File: config.mk
export PLATFORM = sky130hd
export DESIGN_NAME = serial_borrow_counter
export DESIGN_NICKNAME = d
export VERILOG_FILES = /design/src/rtl/serial_borrow_counter_pkg.sv /design/src/rtl/serial_borrow_counter_borrow_stage.sv /design/src/rtl/serial_borrow_counter.sv
export SDC_FILE = /design/constraint.sdc
export NUM_CORES = 1
export LEC_CHECK = 0
export CORE_AREA = 8 8 45 47
export CTS_BUF_LIST = sky130_fd_sc_hd__clkbuf_4
export DETAILED_ROUTE_END_ITERATION = 12
export DIE_AREA = 0 0 53 55
export PLACE_DENSITY_LB_ADDON = 0.1
export SETUP_SLACK_MARGIN = 0.4
export SLEW_MARGIN = 5
export SYNTH_ARGS = -nofsm -noshare
export SYNTH_HDL_FRONTEND = slang
export SYNTH_SLANG_ARGS = --single-unit
File: constraint.sdc
create_clock -name clk -period 1.7 [get_ports clk]
set_input_delay 0.34 -clock clk [delete_from_list [all_inputs] [get_ports clk]]
set_output_delay 0.34 -clock clk [all_outputs]
set_load 0.03 [all_outputs]
File: src/rtl/serial_borrow_counter_pkg.sv
// Shared definitions for the serial borrow-chain down counter:
// the count-mode encodings and the default counter width.
package serial_borrow_counter_pkg;

   localparam int unsigned DEFAULT_WIDTH = 4;

   typedef enum logic {
      MODE_WRAP    = 1'b0,
      MODE_ONESHOT = 1'b1
   } mode_e;

endpackage : serial_borrow_counter_pkg

File: src/rtl/serial_borrow_counter_borrow_stage.sv
// One bit of the borrow-chain down counter: a toggle flop with a parallel load.
// It resets to 1 and passes the borrow on only while its own bit is 0.
module borrow_stage (
   input  logic clk,
   input  logic reset,
   input  logic load,
   input  logic d,
   input  logic t,
   output logic q,
   output logic b_out
);

   logic q_q;
   logic q_d;

   always_comb begin
      q_d = q_q;
      if (load) begin
         q_d = d;
      end else if (t) begin
         q_d = ~q_q;
      end
   end

   always_ff @(posedge clk) begin
      if (reset) begin
         q_q <= 1'b1;
      end else begin
         q_q <= q_d;
      end
   end

   assign q     = q_q;
   assign b_out = t & ~q_q;

endmodule : borrow_stage

File: src/rtl/serial_borrow_counter.sv
// Down counter built as a ripple borrow chain of per-bit toggle stages, with
// parallel load, wrap or one-shot mode, terminal borrow and a sticky done flag.
module serial_borrow_counter
   import serial_borrow_counter_pkg::*;
#(
   parameter int unsigned WIDTH = DEFAULT_WIDTH
) (
   input  logic             clk,
   input  logic             reset,
   input  logic             en,
   input  logic             load,
   input  logic [WIDTH-1:0] din,
   input  logic             mode,
   output logic [WIDTH-1:0] out,
   output logic             borrow_out,
   output logic             done
);

   logic [WIDTH:0] borrow;
   logic           zero;
   logic           oneshot;
   logic           en_eff;
   logic           done_q;
   logic           done_d;

   assign zero    = (out == '0);
   assign oneshot = (mode_e'(mode) == MODE_ONESHOT);

   // In one-shot mode the chain is frozen at zero so the count parks there.
   assign en_eff    = en & ~load & ~(oneshot & zero);
   assign borrow[0] = en_eff;

   for (genvar i = 0; i < WIDTH; i++) begin : g_stage
      borrow_stage u_stage (
         .clk   (clk),
         .reset (reset),
         .load  (load),
         .d     (din[i]),
         .t     (borrow[i]),
         .q     (out[i]),
         .b_out (borrow[i+1])
      );
   end

   always_comb begin
      done_d = done_q;
      if (load) begin
         done_d = 1'b0;
      end else if (en && oneshot && (out <= WIDTH'(1))) begin
         done_d = 1'b1;
      end
   end

   always_ff @(posedge clk) begin
      if (reset) begin
         done_q <= 1'b0;
      end else begin
         done_q <= done_d;
      end
   end

   assign done = done_q;

   // The chain's end borrow covers wrap mode; the frozen one-shot case is added back.
   assign borrow_out = ~reset & (borrow[WIDTH] | (en & ~load & oneshot & zero));

endmodule : serial_borrow_counter

==> results.py <==
metrics = {
    "layout": {
        "final_cells": 71,
        "syn_to_final_growth_pct": 81.8,
        "drive_gt1_share_pct": 49.1,
        "nNetsFinal": 65,
        "fillers": 148,
        "num_antenna_cells": 0,
    },
    "placement": {
        "dp_hpwl_microns": 655,
        "place_inst": 63,
        "port_buffers": 14,
        "pre_cts_ws_ps": -273,
        "gp_congestion": 0.712,
    },
    "logic_synthesis": {
        "synthTopCellsByArea": "dfxtp_1, buf_4, a21oi_1",
        "syn_area_per_cell_sq_um": 8.68,
        "yosysTopAreaCellShare_pct": 33.9,
        "synth_compound_area_share_pct": 16.9,
        "syn_inst": 34,
        "muxShareOfSynthArea_pct": 6.78,
        "synth_commonest_cells": "a21oi_1, dfxtp_1, buf_4, nand2b_1",
        "synth_top_family_by_area": "simple AND/OR/NAND/NOR gates",
        "yosys_register_bits": 5,
        "ys.warnings.count": 0,
        "ys_types": 19,
        "syn_area_sq_um": 295,
        "synth_top_cell_by_area": "dfxtp_1",
        "synthAdderAreaFrac_pct": 0,
        "yosys.area_share.simple_pct": 29.7,
        "synth_xor_area_share_pct": 0,
        "synth_ff_type": "dfxtp_1",
        "synth_nets": 43,
        "ys_seq_area_share_pct": 33.9,
        "synth-edff-count": 0,
        "async_reset_ff_share_pct": 0,
    },
    "status": {
        "status": "finished clean",
    },
    "die": {
        "start_util_pct": 21.3,
        "rows": 14,
        "die_h_microns": 55,
        "die_w_microns": 53,
        "ios": 15,
        "core_area_sq_um": 1380,
        "die-area_sq_um": 2920,
    },
    "power": {
        "ir_worst_vdd_mv": 0.325,
        "leakage_uw": 0.000234,
        "p_per_area_nw_per_um2": 694,
        "power_uw": 372,
    },
    "critical_path": {
        "worstSetupStartpointType": "flop",
        "cp-end-kind": "output pin",
        "path_cells": "nand2b_4, or3_4, nor4_4, buf_6",
        "cp_slowest_cell": "or3_4",
        "r2r_slack_ps": 40,
        "slowest_delay_ps": 350,
        "cp_max_fo": 2,
        "crit_arrival_ps": 1350,
        "required_ps": 1360,
        "critPathKind": "flop to output pin",
        "worst_r2r_path_depth": 7,
    },
    "sta": {
        "hold-worst-slack_ps": 510,
        "fin_crit_ps": 1690,
        "tightest_slew_ps": 249,
        "setup_viol": 0,
        "finalMaxSlewViolations": 0,
        "rsz0062_at_grt": "true",
        "fmax_mhz": 590,
        "timing.final.crit_share_pct": 99.7,
        "hold_viol": 0,
        "slew_headroom_pct": 83.4,
        "fin_ws_ps": 5.23,
        "fin_skew_ps": 1.44,
        "tns_ps": 0,
    },
    "global_route": {
        "grt_pass1_wl_mm": 1.47,
        "grt_overflow": 0,
        "grt_pass1_vias": 331,
        "track_usage_pct": 6.88,
        "grt_max_degree": 8,
        "antenna_found_initial": 0,
    },
    "detailed_routing": {
        "first_iter_violations": 3,
        "drcViolationCount": 0,
        "totalWireLength_microns": 941,
        "first_pass_iters": 2,
        "wire_per_inst_microns": 13.3,
        "vias": 317,
        "post_drt_via_cell_ratio": 4.46,
        "detail-route-antenna-nets": 0,
    },
    "clock_network": {
        "cts.path.max_buffers": 2,
        "htreeDepth": 1,
        "cts_tree": "built",
        "clk-insertion-delay-late_ps": 240,
        "numCtsBuffers": 3,
        "clock-sinks": 5,
        "clk_pin_slew_ps": 40,
        "cts_hold_buf": 0,
        "cts_root_buf": "clkbuf_4",
    },
    "min_path": {
        "min_path_cells": 2,
        "min-delay-path-class": "flop to flop",
    },
    "flow_run": {
        "drv_cap": 0,
    },
}
[final timing paths]
| kind | startpoint | to |
|---|---|---|
| setup / recovery | g_stage[0].u_stage.q | borrow_out |
| hold / removal | done | done |
| setup reg to reg | g_stage[0].u_stage.q | g_stage[3].u_stage.q |
| hold reg to reg | done | done |
[critical path, delay by kind of cell (launching register included)]
kind / cells / cell delay (ps)
DFF: 1 / 310
and+or+nand+nor: 3 / 630
buffers and inverters: 1 / 170
[routing by layer]
layer / GRT usage [%] / part of all wire [%]
met1: 6.21 / 39
met3: 5.08 / 13
met4: 5.17 / 1.5
met2: 10.5 / 46
met5: 0 / 0
[timing repair]
action / in CTS / in global routing
gates resized for setup: 30 / 8
pin swaps: 1 / 0
endpoints found under the setup margin: 10 / 7
buffers inserted: 4 / 0
hold endpoints to repair: 0 / 0
[report_power, final]
part	switching (uW)	internal, uW	total [uW]
registers	9.91	126	136
clock network	51.1	105	156
logic	39.1	41.6	80.7
[through the flow]
stage          area [sq um]  utilization (%)
5_1_grt                 537             38.8
4_1_cts                 523             37.8
3_5_place_dp            464             33.5
2_1_floorplan           310                -
3_3_place_gp            464             33.5
6_report                537             38.8
[cells in the final DEF (no fill, tap or decap), drive strengths merged]
cell and instances:
nor4 1, a21oi 5, or3 1, o31ai 1, clkdlybuf4s15 1, dfxtp 5, o21ai 2, dlymetal6s2s 1
a21o 1, clkdlybuf4s50 5, nor4b 1, or4 1, inv 1, nor3 1, nor2 1, dlygate4sd2 1
nand2b 4, clkbuf 5, nand3b 1, nand3 1, mux2i 2, buf 13
[kinds of logic after synthesis]
logic type / Yosys count
and+or+nand+nor: 12
AOI/OAI and AO/OA: 9
buffers and inverters: 6
DFF: 5
muxes: 2
[state kept, by name, summed over array words and instances (netlist names)]
signal             cells
done                   1
g_stage.u_stage.q      4
[layout make-up]
type	instances	area, sq um	area share, %
multi-input cells	23	188	35.0
repair buffers	22	191	35.7
flip-flops and latches	5	104	19.3
well taps	16	20.0	3.73
clock buffers	4	30.0	5.59
inverters	1	3.75	0.699
No activity file was read; power rests on OpenSTA's default activity.
==> RTL change 1, RTL diff (same flow settings) <==
`DEFAULT_WIDTH`: 4 -> 5.
--- a/src/rtl/serial_borrow_counter_pkg.sv
+++ b/src/rtl/serial_borrow_counter_pkg.sv
@@ -3,5 +3,5 @@
 package serial_borrow_counter_pkg;
 
-   localparam int unsigned DEFAULT_WIDTH = 4;
+   localparam int unsigned DEFAULT_WIDTH = 5;
 
    typedef enum logic {
Ports: changed (resized din and out); port bits go from 15 to 17. No check against the original RTL was run, so the function may have changed too.
==> RTL change 1 against the original RTL <==
  * Worst setup slack gained 0.10 ns
  * Area after synthesis grew 29%
  * Hold slack lost 0.020 ns
  * Via count grew 31%
  * Maximum frequency grew 6.3%
  * Combinational power grew 28%
  * Sequential cell count grew 1
  * Cell count grew 18%
  * Clock power shrank 14%
  * Wire length grew 19%
  * Clock skew grew 0.0089 ns
  * Total power grew 6.7%
  * Final area grew 15%
==> RTL change 1: results (changes against the original RTL) <==
| Metric | Value |
|---|---|
| Status | completed (unchanged) |
| Fraction of standard cell area in multi-input logic | 0.3623 (was 0.3497) |
| Switch Pwr | 0.1146 mW (was 0.1001 mW) |
| DRT iter0 DRCs | 4 (was 3) |
| Post-Syn Instances | 45 (was 34) |
| IR drop worst, VDD | 0.2998 mV (was 0.3253 mV) |
| First-pass DRT Iterations | 4 (was 2) |
| Hold slack | 0.4896 ns (was 0.5100 ns) |
| Period Utilization, post-route | 0.9380 (was 0.9969) |
| Worst reg2reg startpoint | g_stage[3].u_stage.q (was g_stage[0].u_stage.q) |
| Met1 Wirelength | 474 µm (was 366 µm) |
| Met2 WL | 522 µm (was 434 µm) |
| Fin nets | 80 (was 65) |
| Fillers | 155 (was 148) |
| Global routing met1 resource utilization | 0.08207 (was 0.06212) |
| GPL Wtd Cong | 0.6704 (was 0.7117) |
| Max reg flops | 5 (was 4) |
| Clk cell area share | 0.03644 (was 0.05594) |
| RR Endpoint | g_stage[1].u_stage.q (was g_stage[3].u_stage.q) |
| Post-synth top cells | dfxtp_1 (6), buf_4 (5), nor2_1 (5) (was a21oi_1 (5), dfxtp_1 (5), buf_4 (4)) |
| Tot GR Track Use | 0.08306 (was 0.06878) |
| Largest net degree at the start of global routing | 11 (was 8) |
| Vias | 416 (was 317) |
| Worst Hold Depth | 1 (was 2) |
| Yosys reg bits | 6 (was 5) |
| Detailed Place HPWL | 823.6 µm (was 654.8 µm) |
| Yosys cell types | 23 (was 19) |
| Post-Place Setup Slack | -0.08827 ns (was -0.2735 ns) |
| Port buffer count | 16 (was 14) |
[RTL change 1: changes by cell type after synthesis, sizes merged, moves of 2 or more]
cell    before  now
a31oi        0    2
mux2i        2    0
nand2        0    2
nand2b       4    2
nor2         1    5
o311ai       0    3
[RTL change 1: worst max-delay path: cells and delay by family]
family,cells,cell delay [ns]
buffers and inverters,2,0.63
AND/OR/NAND/NOR,2,0.29
[RTL change 1: worst max-delay path by stage]
stage,from,to
final,reset,borrow_out
after global routing,g_stage[1].u_stage.q,borrow_out
after CTS,g_stage[2].u_stage.q,borrow_out
after detailed placement,en,borrow_out
after global placement,en,borrow_out
after floorplan,g_stage[0].u_stage.q,borrow_out
[RTL change 1: cells by family after synthesis]
family          after synthesis  share of synthesized area
compound gates               12                     0.2000
simple gates                 19                     0.3574
flops                         6                     0.3148
buf+inv                       8                     0.1279
[RTL change 1: repair_timing]
action / CTS / global route
pin swaps: 5 / 3
setup buffers: 4 / 0
gates resized for setup: 32 / 4
endpoints found under the setup margin: 12 / 4
==> RTL change 2, RTL diff (same flow settings) <==
Without the edit above. Put a register stage on the output `out`. The value now appears one clock later. The other outputs are not delayed to match.
--- a/src/rtl/serial_borrow_counter.sv
+++ b/src/rtl/serial_borrow_counter.sv
@@ -17,4 +17,6 @@
 );
 
+   logic [WIDTH-1:0] out_d;
+
    logic [WIDTH:0] borrow;
    logic           zero;
@@ -24,5 +26,5 @@
    logic           done_d;
 
-   assign zero    = (out == '0);
+   assign zero    = (out_d == '0);
    assign oneshot = (mode_e'(mode) == MODE_ONESHOT);
 
@@ -38,5 +40,5 @@
          .d     (din[i]),
          .t     (borrow[i]),
-         .q     (out[i]),
+         .q     (out_d[i]),
          .b_out (borrow[i+1])
       );
@@ -47,5 +49,5 @@
       if (load) begin
          done_d = 1'b0;
-      end else if (en && oneshot && (out <= WIDTH'(1))) begin
+      end else if (en && oneshot && (out_d <= WIDTH'(1))) begin
          done_d = 1'b1;
       end
@@ -65,4 +67,8 @@
    assign borrow_out = ~reset & (borrow[WIDTH] | (en & ~load & oneshot & zero));
 
+   always_ff @(posedge clk) begin
+      out <= out_d;
+   end
+
 endmodule : serial_borrow_counter
 
Function: changed (a bounded check fails within 4 cycles, from zero or initial values and one cycle with reset high).
==> RTL change 2 against the original RTL <==
  * The flow now finishes with violations (setup timing)
  * Via count grew 12%
  * Utilization is 5.4 points higher
  * Largest cell class unchanged
  * Sequential cell count is 4 higher
  * Final area up 14%
  * Largest power group is now registers
  * Total power up 35%
  * Area after synthesis up 17%
  * Worst setup slack worse by 0.016 ns
  * Clock power is 18% higher
  * Wire length grew 2.0%
==> RTL change 2: results (changes against the original RTL) <==
| Metric | Value |
|---|---|
| CP peak stage delay | 0.35 ns (about the same) |
| Largest net degree at the start of global routing | 8 (unchanged) |
| Syn_area_per_cell | 10.16 µm² (was 8.685 µm²) |
| Post-Place Setup Slack | -0.2424 ns (was -0.2735 ns) |
| Clk slew on worst S/H paths | 0.07 ns (was 0.04 ns) |
| First-pass DRT Iterations | 2 (unchanged) |
| Worst Path Max Fanout | 2 (unchanged) |
| Synth top area cells | dfxtp_1 (52%), a21oi_1 (7.2%), mux2i_1 (5.8%) (was dfxtp_1 (34%), buf_4 (10%), a21oi_1 (8.5%)) |
| Clock root cell | clkbuf_4 (unchanged) |
| Setup slack after layout | -0.01118 ns (was 0.005227 ns) |
| Status | finished, violations left (was completed) |
| DR top layer | met4 (unchanged) |
| Post-Layout Cell Count | 75 (was 71) |
| Diode count | 0 (unchanged) |
| Async SR Flop Fraction | 0 (unchanged) |
| Post-synth top cells | dfxtp_1 (9), a21oi_1 (5), nand2b_1 (3) (was a21oi_1 (5), dfxtp_1 (5), buf_4 (4)) |
| Final Setup Violations | 1 (was 0) |
| Fin nets | 69 (was 65) |
| Metal3 WL | 79 µm (was 126 µm) |
| Net Count, Synth | 43 (unchanged) |
| Failing checks | setup timing |
| Vias | 354 (was 317) |
| Initial antenna violation count | 0 (unchanged) |
| Crit-path leading delay family | simple AND/OR/NAND/NOR gates (unchanged) |
| Tot GR Track Use | 0.06857 (was 0.06878) |
| Fillers | 133 (was 148) |
| Leak | 0.2628 nW (was 0.2335 nW) |
| Hold Crit Class | reg2reg (unchanged) |
| Share of cells above drive strength 1 | 0.3559 (was 0.4909) |
| Clk_lat worst skew | 0.25 ns |
| Syn. warnings | 0 (unchanged) |
| Clock skew | 0.002104 ns (was 0.001439 ns) |
| H-tree levels | 1 (unchanged) |
| Top cell type's share of synthesized area | 0.5217 (was 0.3390) |
| Sequential fraction of the synthesis area | 0.5217 (was 0.3390) |
| GPL Wtd Cong | 0.7862 (was 0.7117) |
| Met2 WL | 443 µm (was 434 µm) |
| Post-place instance area | 551.8 µm² (was 464.2 µm²) |
| Critical path's slowest cell | or3_4 (unchanged) |
| Yosys cell types | 18 (was 19) |
| Port buffer count | 14 (unchanged) |
| Met1 Wirelength | 431 µm (was 366 µm) |
| Placed insts | 68 (was 63) |
| TritonCTS Buffers | 3 (unchanged) |
| Max-Slew Margin vs Limit | 0.8015 (was 0.8340) |
| Detailed Place HPWL | 690.1 µm (was 654.8 µm) |
| Ys flop type | dfxtp_1 (unchanged) |
| Global-route wire length before repair | 1.455 mm (was 1.469 mm) |
| Routed wire per std cell | 12.80 µm (was 13.25 µm) |
| DRT iter0 DRCs | 5 (was 3) |
| Max clock buf depth | 2 (unchanged) |
| IR drop worst, VDD | 0.3473 mV (was 0.3253 mV) |
RTL change 2: final timing paths:
check                            start                   end  slack, ns  cells after the start
setup reg to reg  g_stage[0].u_stage.q  g_stage[3].u_stage.q       0.12                      6
setup / recovery  g_stage[0].u_stage.q            borrow_out      -0.01                      4
hold reg to reg   g_stage[2].u_stage.q                out[2]       0.41                      0
hold / removal    g_stage[2].u_stage.q                out[2]       0.41                      0
RTL change 2: per-layer routing:
metal / GRT usage / up-vias
met4: 0.02586 / 0
li1: - / 174
met5: 0 / -
met2: 0.1016 / 9
met1: 0.07680 / 169
met3: 0.04545 / 2
RTL change 2: cell type report:
cell class,instances,area share
timing repair buffer,22,0.3231
sequential,9,0.2965
multi-input combinational,23,0.2924
clock buffer,4,0.04908
tap,16,0.03272
inverter,1,0.006135
RTL change 2: logic make-up after synthesis:
family          after synthesis  synth area share
compound gates                9            0.1449
buf+inv                       2           0.02172
flops                         9            0.5217
mux                           2           0.05797
simple gates                 12            0.2536
RTL change 2: repair_timing:
item | in CTS | in global routing
resized for setup | 14 | 5
pin swaps | 1 | 1
endpoints found under the hold margin | 0 | 0
hold buffers | 0 | 0
setup buffers | 2 | 1
setup endpoints to repair | 9 | 7
RTL change 2: stage by stage:
stage	utilization	setup TNS, ns
finish	0.4421	-0.01118
global route	0.4421	-0.1060
CTS	0.4385	-0.01606
detailed placement	0.3987	-0.3689
global placement	0.3987	-0.3632
floorplan	-	0
RTL change 2: power by group:
part / leakage (nW) / internal [mW] / switching (mW)
logic: 0.170 / 0.0434 / 0.0389
registers: 0.0745 / 0.225 / 0.0113
clock network: 0.0184 / 0.106 / 0.0776
